===== src/rtl/sram_req_arbiter_pkg.sv =====
// Shared types and constants for the two-requester SRAM-like port arbiter.
package sram_req_arbiter_pkg;

   typedef enum logic {
      SRC_INST = 1'b0,
      SRC_DATA = 1'b1
   } src_e;

   localparam int unsigned OT_DEPTH_DEFAULT = 4;
   localparam int unsigned ADDR_W = 32;
   localparam int unsigned DATA_W = 32;
   localparam int unsigned STRB_W = 4;
   localparam int unsigned SIZE_W = 2;

   // Request payload carried from a requester onto the shared port
   typedef struct packed {
      logic              wr;
      logic [SIZE_W-1:0] size;
      logic [ADDR_W-1:0] addr;
      logic [STRB_W-1:0] wstrb;
      logic [DATA_W-1:0] wdata;
   } sram_req_t;

   function automatic sram_req_t pick_req(input src_e sel, input sram_req_t inst_f,
                                          input sram_req_t data_f);
      return (sel == SRC_DATA) ? data_f : inst_f;
   endfunction

endpackage


===== src/rtl/resp_order_fifo.sv =====
// In-order record of which requester owns each outstanding transaction.
module resp_order_fifo #(
   parameter int unsigned DEPTH = 4
) (
   input  logic                   clk,
   input  logic                   reset,
   input  logic                   push,
   input  logic                   pop,
   input  logic                   din,
   output logic                   head,
   output logic                   empty,
   output logic                   full,
   output logic [$clog2(DEPTH):0] count
);
   localparam int unsigned PW = $clog2(DEPTH);
   localparam int unsigned CW = PW + 1;

   logic [DEPTH-1:0] mem;
   logic [PW-1:0]    wr_ptr;
   logic [PW-1:0]    rd_ptr;
   logic             do_push;
   logic             do_pop;

   assign empty   = (count == '0);
   assign full    = (count == CW'(DEPTH));
   assign do_push = push && !full;
   assign do_pop  = pop && !empty;
   assign head    = mem[rd_ptr];

   // Pointers wrap naturally since DEPTH is a power of two
   always_ff @(posedge clk) begin
      if (reset) begin
         wr_ptr <= '0;
         rd_ptr <= '0;
         count  <= '0;
      end else begin
         if (do_push) begin
            mem[wr_ptr] <= din;
            wr_ptr      <= wr_ptr + PW'(1);
         end
         if (do_pop) begin
            rd_ptr <= rd_ptr + PW'(1);
         end
         case ({do_push, do_pop})
            2'b10:   count <= count + CW'(1);
            2'b01:   count <= count - CW'(1);
            default: count <= count;
         endcase
      end
   end

endmodule


===== src/rtl/sram_req_arbiter.sv =====
// Shares one SRAM-like port between inst and data requesters: fixed data-first
// priority, grant held while the port stalls, responses routed in issue order.
module sram_req_arbiter
   import sram_req_arbiter_pkg::*;
#(
   parameter int unsigned OT_DEPTH = OT_DEPTH_DEFAULT
) (
   input  logic        clk,
   input  logic        reset,
   input  logic        inst_req,
   input  logic        inst_wr,
   input  logic [1:0]  inst_size,
   input  logic [31:0] inst_addr,
   input  logic [3:0]  inst_wstrb,
   input  logic [31:0] inst_wdata,
   output logic        inst_addr_ok,
   output logic        inst_data_ok,
   output logic [31:0] inst_rdata,
   input  logic        data_req,
   input  logic        data_wr,
   input  logic [1:0]  data_size,
   input  logic [31:0] data_addr,
   input  logic [3:0]  data_wstrb,
   input  logic [31:0] data_wdata,
   output logic        data_addr_ok,
   output logic        data_data_ok,
   output logic [31:0] data_rdata,
   output logic        req,
   output logic        wr,
   output logic [1:0]  size,
   output logic [31:0] addr,
   output logic [3:0]  wstrb,
   output logic [31:0] wdata,
   input  logic        addr_ok,
   input  logic        data_ok,
   input  logic [31:0] rdata
);
   localparam int unsigned CW = $clog2(OT_DEPTH) + 1;

   src_e          sel;
   src_e          lock_sel;
   logic          locked;
   sram_req_t     inst_f;
   sram_req_t     data_f;
   sram_req_t     sel_f;
   logic          accept;
   logic          ot_empty;
   logic          ot_full;
   logic          ot_head;
   logic [CW-1:0] ot_count;

   assign inst_f = '{wr: inst_wr, size: inst_size, addr: inst_addr,
                     wstrb: inst_wstrb, wdata: inst_wdata};
   assign data_f = '{wr: data_wr, size: data_size, addr: data_addr,
                     wstrb: data_wstrb, wdata: data_wdata};

   // A stalled grant keeps the port until addr_ok; otherwise data wins
   always_comb begin
      sel = SRC_INST;
      if (locked) begin
         sel = lock_sel;
      end else if (data_req) begin
         sel = SRC_DATA;
      end
   end

   assign sel_f  = pick_req(sel, inst_f, data_f);
   assign req    = !ot_full && (locked || inst_req || data_req);
   assign wr     = sel_f.wr;
   assign size   = sel_f.size;
   assign addr   = sel_f.addr;
   assign wstrb  = sel_f.wstrb;
   assign wdata  = sel_f.wdata;
   assign accept = req && addr_ok;

   assign inst_addr_ok = accept && (sel == SRC_INST);
   assign data_addr_ok = accept && (sel == SRC_DATA);
   assign inst_data_ok = data_ok && !ot_empty && (ot_head == SRC_INST);
   assign data_data_ok = data_ok && !ot_empty && (ot_head == SRC_DATA);
   assign inst_rdata   = rdata;
   assign data_rdata   = rdata;

   always_ff @(posedge clk) begin
      if (reset) begin
         locked   <= 1'b0;
         lock_sel <= SRC_DATA;
      end else if (req) begin
         if (!addr_ok) begin
            locked   <= 1'b1;
            lock_sel <= sel;
         end else begin
            locked   <= 1'b0;
         end
      end
   end

   resp_order_fifo #(
      .DEPTH(OT_DEPTH)
   ) u_order (
      .clk  (clk),
      .reset(reset),
      .push (accept),
      .pop  (data_ok),
      .din  (sel),
      .head (ot_head),
      .empty(ot_empty),
      .full (ot_full),
      .count(ot_count)
   );

   // A response with nothing outstanding is dropped; flag it loudly
   a_no_orphan_data_ok : assert property (@(posedge clk) disable iff (reset)
      !(data_ok && ot_empty))
      else $warning("sram_req_arbiter: data_ok with no outstanding transaction dropped");

   a_count_bound : assert property (@(posedge clk) disable iff (reset)
      ot_count <= CW'(OT_DEPTH));

endmodule


===== config.mk =====
export PLATFORM = sky130hd
export DESIGN_NAME = sram_req_arbiter
export DESIGN_NICKNAME = d
export VERILOG_FILES = /design/src/rtl/sram_req_arbiter_pkg.sv /design/src/rtl/resp_order_fifo.sv /design/src/rtl/sram_req_arbiter.sv
export SDC_FILE = /design/constraint.sdc
export NUM_CORES = 1
export LEC_CHECK = 0
export BUFFER_PORTS_ARGS = -buffer_cell sky130_fd_sc_hd__buf_2
export CORE_AREA = 2 2 126 128
export CTS_BUF_LIST = sky130_fd_sc_hd__clkbuf_2
export DETAILED_ROUTE_END_ITERATION = 10
export DIE_AREA = 0 0 128 130
export PLACE_DENSITY = 0.53
export SKIP_LAST_GASP = 1
export SYNTH_ARGS = -nofsm -noshare
export SYNTH_HDL_FRONTEND = slang
export SYNTH_SLANG_ARGS = --single-unit
export TNS_END_PERCENT = 1

===== constraint.sdc =====
create_clock -name clk -period 2.02 [get_ports clk]
set_input_delay 0.404 -clock clk [delete_from_list [all_inputs] [get_ports clk]]
set_output_delay 0.404 -clock clk [all_outputs]
set_load 0.05 [all_outputs]

==> Yosys cells after proc, flatten, opt, wreduce, memory -nomap -nowiden <==
Index checks and enable logic that the tools add are counted.
{ "word_totals": {"romBits": 0, "elab_cells": 47, "ramBits": 0, "latchBits": 0, "register_bits": 13, "output_inout_bits": 140, "n_memories": 0} }
{ "op_classes": {"n_reduce_logical": 17, "n_mul": 0, "addsub": 4, "shifts": 0, "mux": 10, "n_bitwise": 4, "eq_ne": 3, "div_mod_pow": 0, "magnitude_cmp": 3} }
{ "ops": {"columns": ["op", "count"], "rows": [
  ["$mux W71", 1],
  ["$logic_and A1 B1 Y1", 9],
  ["$lt A2 B3 Y1 const B", 2],
  ["$pmux W3 S2", 1],
  ["$mux W1", 5],
  ["$add A2 B1 Y2 const B", 2],
  ["$bwmux W4", 1],
  ["$not A1 Y1", 4],
  ["$reduce_and A2 Y1", 2],
  ["$add A3 B1 Y3 const B", 1],
  ["$eq A3 B3 Y1 const B", 1],
  ["$logic_not A3 Y1", 1],
  ["$sub A3 B1 Y3 const B", 1],
  ["$bmux W1 S2", 1],
  ["$demux W1 S2", 1],
  ["$eq A2 B1 Y1 const B", 1],
  ["$eq A2 B2 Y1 const B", 1],
  ["$ge A2 B1 Y1 const B", 1],
  ["$logic_not A1 Y1", 2],
  ["$logic_or A1 B1 Y1", 2],
  ["$reduce_bool A2 Y1", 1]
]} }

==> Longest topological paths before layout <==
{ "logic_depth": {"word_depth": 7, "ltp_mapped": 8, "ltp_nobuf": 8} }

==> By module <==
From an unflattened synthesis, not the netlist that was laid out.
{ "hier_totals": {"cells_unflattened": 365, "hier_area_um2": 2212.1} }
{ "modules_own_cells": {"columns": ["mod", "cells_each", "area_per_inst_um2", "instances", "seq_area_each_um2"], "rows": [
  ["sram_req_arbiter", 309, 1621.6, 1, 40.0],
  ["resp_order_fifo", 56, 590.6, 1, 260.2]
]} }

==> Worst setup path after synthesis <==
Ideal clock, no wire load.
{ "synth_path": {"path_type": "input to register", "startpoint": "input port inst_req", "endpoint": "register u_order.count[2]", "path_stages": 8, "t_arrival_ns": 2.057, "slack_ns": -0.108, "setup_time_ns": 0.071, "path_cell_list": "or3_1 > nand3_2 > ha_1 > inv_1 > fa_1 > xor2_1 > or3_1 > a21oi_1"} }
{ "synth_between": {"elab_chain_cells": 7} }
{ "synth_rtl": {"columns": ["item", "line", "rtl"], "rows": [
  ["start, declared", "sram_req_arbiter.sv:10", "input logic inst_req,"],
  ["$logic_or A1 B1 Y1 * (2 in a row)", "sram_req_arbiter.sv:68", "assign req = !ot_full && (locked || inst_req || data_req);"],
  ["$logic_and A1 B1 Y1 *", "sram_req_arbiter.sv:68", null],
  ["$logic_and A1 B1 Y1 *", "sram_req_arbiter.sv:74", "assign accept = req && addr_ok;"],
  ["$logic_and A1 B1 Y1 *", "resp_order_fifo.sv:26", "assign do_push = push && !full;"],
  ["$eq A2 B1 Y1 or $eq A2 B2 Y1 (tied branches)", "resp_order_fifo.sv:44", "case ({do_push, do_pop})"],
  ["$pmux W3 S2 or $reduce_bool A2 Y1 (tied branches)", null, null],
  ["end signal, assigned", "resp_order_fifo.sv:45", "2'b10: count <= count + CW'(1);"],
  ["end signal, assigned", "resp_order_fifo.sv:46", "2'b01: count <= count - CW'(1);"],
  ["end signal, assigned", "resp_order_fifo.sv:47", "default: count <= count;"],
  ["end, declared", "resp_order_fifo.sv:13", "output logic [$clog2(DEPTH):0] count"]
]} }
Mark *: on every way between the ends. The rest lies on a longest branch, timed or not.
A chain may end at the register's enable or synchronous reset.

==> Worst setup path after layout <==
{ "layout_path": {"startpoint": "register locked", "endpoint": "output port addr[14]"} }
{ "layout_between": {"elab_chain_cells": 2} }
{ "layout_rtl": {"columns": ["item", "line", "rtl"], "rows": [
  ["start, declared", "sram_req_arbiter.sv:42", "logic locked;"],
  ["start signal, assigned", "sram_req_arbiter.sv:85", "locked <= 1'b0;"],
  ["start signal, assigned", "sram_req_arbiter.sv:89", "locked <= 1'b1;"],
  ["start signal, assigned", "sram_req_arbiter.sv:92", "locked <= 1'b0;"],
  ["$mux W1", "sram_req_arbiter.sv:60", "if (locked) begin"],
  ["$mux W71", "sram_req_arbiter_pkg.sv:26", "return (sel == SRC_DATA) ? data_f : inst_f;"],
  ["end, declared", "sram_req_arbiter.sv:31", "output logic [31:0] addr,"]
]} }
No other way between the ends.

==> flow_summary.yaml <==
timing:
  fmax_mhz: 463.1
  setup_ws_ps: -139.4
  period_minus_slack_ps: 2159
  fin_tns_setup_ps: -6770
  fin_crit_sh_pct: 106.9
  final_hold_viol_count: 0
  setup_violations: 74
  whs_ps: 445.4
  rsz0062_at_grt: "yes"
  worstMarginPinSlew_ps: 474.6
  slew_viol_final: 0
  relSlewSlack_pct: 68.29
  clock_skew_ps: 14.62
detailed_routing:
  vias: 2658
  drt_first_pass_iters: 4
  post_drt_via_cell_ratio: 3.692
  drc_errors: 0
  routed_wl_mm: 8.184
  wl_per_cell_um: 11.37
  ant_nets: 0
  initialDrtViolationCount: 63
critical_path:
  crit_arrival_ps: 1760
  cp_max_fo: 27
  end_kind: "output pin"
  cp.required_ps: 1620
  critPathKind: "flip-flop to output pin"
  start_kind: "flip-flop"
yosys:
  synth_top_family_by_area: "simple AND/OR/NAND/NOR gates"
  synthAdderAreaFrac_pct: 3.926
  synth.area.top_cells: "nand2_1 38%, buf_4 23%, dfxtp_1 8.6%"
  synth_top_area_share_pct: 38.19
  async_flop_share_pct: 0
  avgSynthCellArea_sq_um: 5.794
  yosysMostFrequentCell: "nand2_1"
  syn_area_sq_mm: 0.002103
  synthCells: 363
  synth_compound_area_share_pct: 2.380
  ys_warn_count: 0
  synth_cell_type_count: 31
  muxShareOfSynthArea_pct: 3.153
  synth-simple-area-share_pct: 45.09
  synth_xor_area_share_pct: 1.666
  syn-num-nets: 549
  ys_ff_latch: 13
  synth_edf_count: 4
  yosysSeqAreaShare_pct: 14.28
  synthTopCellsByCount: "214 x nand2_1, 64 x buf_4, 13 x nor2_1"
  ys.flop_type: "dfxtp_1"
  yosysTopAreaCell: "nand2_1"
finish:
  seqCellArea_sq_um: 301.5
  fin_cells: 720
  diodes: 0
  drive_above_1_share_pct: 48.30
  n_fill_cell: 1796
  syn2layout_area_growth_pct: 63.06
  nets: 715
  multi_input_area_sq_mm: 0.001215
outcome:
  status: "finished, violations left"
  violations: "negative setup slack"
die:
  ioPinCount: 320
  fp.dieW_um: 128
  coreArea_sq_mm: 0.01542
  dieArea_sq_mm: 0.01664
  die_y_um: 130
  num_rows: 46
  initial_core_util_pct: 13.64
pwr:
  leakage_uw: 0.002031
  power.density_mw_per_mm2: 771.7
  vdd_drop_max_uv: 217.7
  p_total_uw: 2647
global_route:
  grt_max_degree: 45
  antenna_found_initial: 0
  grt_overflow: 0
  track_usage_pct: 8.629
  grt_pass1_vias: 2370
  grt_first_pass_wirelength_mm: 11.56
clock_tree:
  clockRootBuffer: "clkbuf_2"
  clk_latency_ps: 270
  clockBufferDepth: 2
  cts_max_level: 1
  clock_sink_count: 13
  cts_inserted_buffers: 3
  clkSlewWorstSetupHoldPaths_ps: 150
  cts_tree: "done"
placed_design:
  port_buffers: 223
  dp_cells: 712
  gp_congestion: 0.7264
  hpwl_mm: 6.485
  dp_slack_ps: -203.6
min_path:
  hold_path.class: "input pin to flip-flop"
flow_run:
  max_cap_violations: 0
[state kept, by name, indices dropped and copies added, names as in the netlist]
register,count
locked,1
u_order.wr_ptr,2
lock_sel,1
u_order.rd_ptr,2
u_order.count,3
u_order.mem,4
[layout make-up]
cell class                 count  area share (%)
tap                          192           7.005
inverter                       7          0.7661
sequential                    13           8.792
clock buffer                   3          0.4378
timing repair buffer         241           47.43
multi-input combinational    263           35.43
clock inverter                 1          0.1459
[layout by cell type, fill, tap and decap left out, types with 2 or more instances in the layout]
cell type / Yosys / layout
nand2_1: 214 / 213
buf_2: 1 / 151
buf_4: 64 / 65
buf_6: 7 / 16
nor2_1: 13 / 12
dfxtp_1: 9 / 8
inv_1: 6 / 6
buf_12: 0 / 6
and2_1: 4 / 4
xor2_1: 4 / 4
a21oi_1: 4 / 4
ha_1: 5 / 4
edfxtp_1: 4 / 4
clkbuf_2: 0 / 3
buf_16: 0 / 3
or3_1: 3 / 2
[logic make-up after synthesis]
| logic type | count (synthesis) |
|---|---|
| muxes | 4 |
| adders and majority gates | 6 |
| AOI/OAI and AO/OA | 8 |
| DFF | 13 |
| buffers and inverters | 87 |
| xor gates and xnor gates | 4 |
| and+or+nand+nor | 241 |
[layer usage]
| metal | GRT usage (%) | vias up | wire [um] |
|---|---|---|---|
| met1 | 10.43 | 1116 | 3333 |
| met5 | 0 | - | 0 |
| met4 | 1.164 | 0 | 85 |
| met3 | 3.280 | 14 | 865 |
| li1 | - | 1369 | - |
| met2 | 15.00 | 159 | 3899 |
[worst paths after layout]
kind / start / end / slack [ps] / cells after the start
worst min register to register: locked / locked / 490 / 2
worst min-delay path: addr_ok / u_order.wr_ptr[1] / 450 / 3
worst max-delay path: locked / addr[14] / -140 / 7
worst max register to register: locked / u_order.count[2] / -60 / 8
[repair_timing]
action | 4_1_cts | 5_1_grt
cloned | 2 | 0
hold buffers | 0 | 0
gates resized for setup | 91 | 0
endpoints found under the setup margin | 74 | 76
setup buffers | 2 | 0
[worst max-delay path, stage by stage, from the launching register on]
cell and delay (ps):
dfxtp_2 380, buf_4 120, mux2i_4 290, buf_12 150
buf_16 150, nand2_1 70, nand2_1 80, buf_4 200
[stage by stage]
step	area (sq um)	util (%)
global route	3430	22.23
CTS	3430	22.23
global placement	3080	19.97
floorplan	2133	-
detailed placement	3080	19.97
finish	3430	22.23
[power breakdown]
part / internal [uW] / leakage (uW) / switching, uW
clock network: 44.8 / 0.0000164 / 89.2
registers: 325 / 0.000110 / 37.5
logic: 784 / 0.00190 / 1370
(Power assumes the default switching activity.)
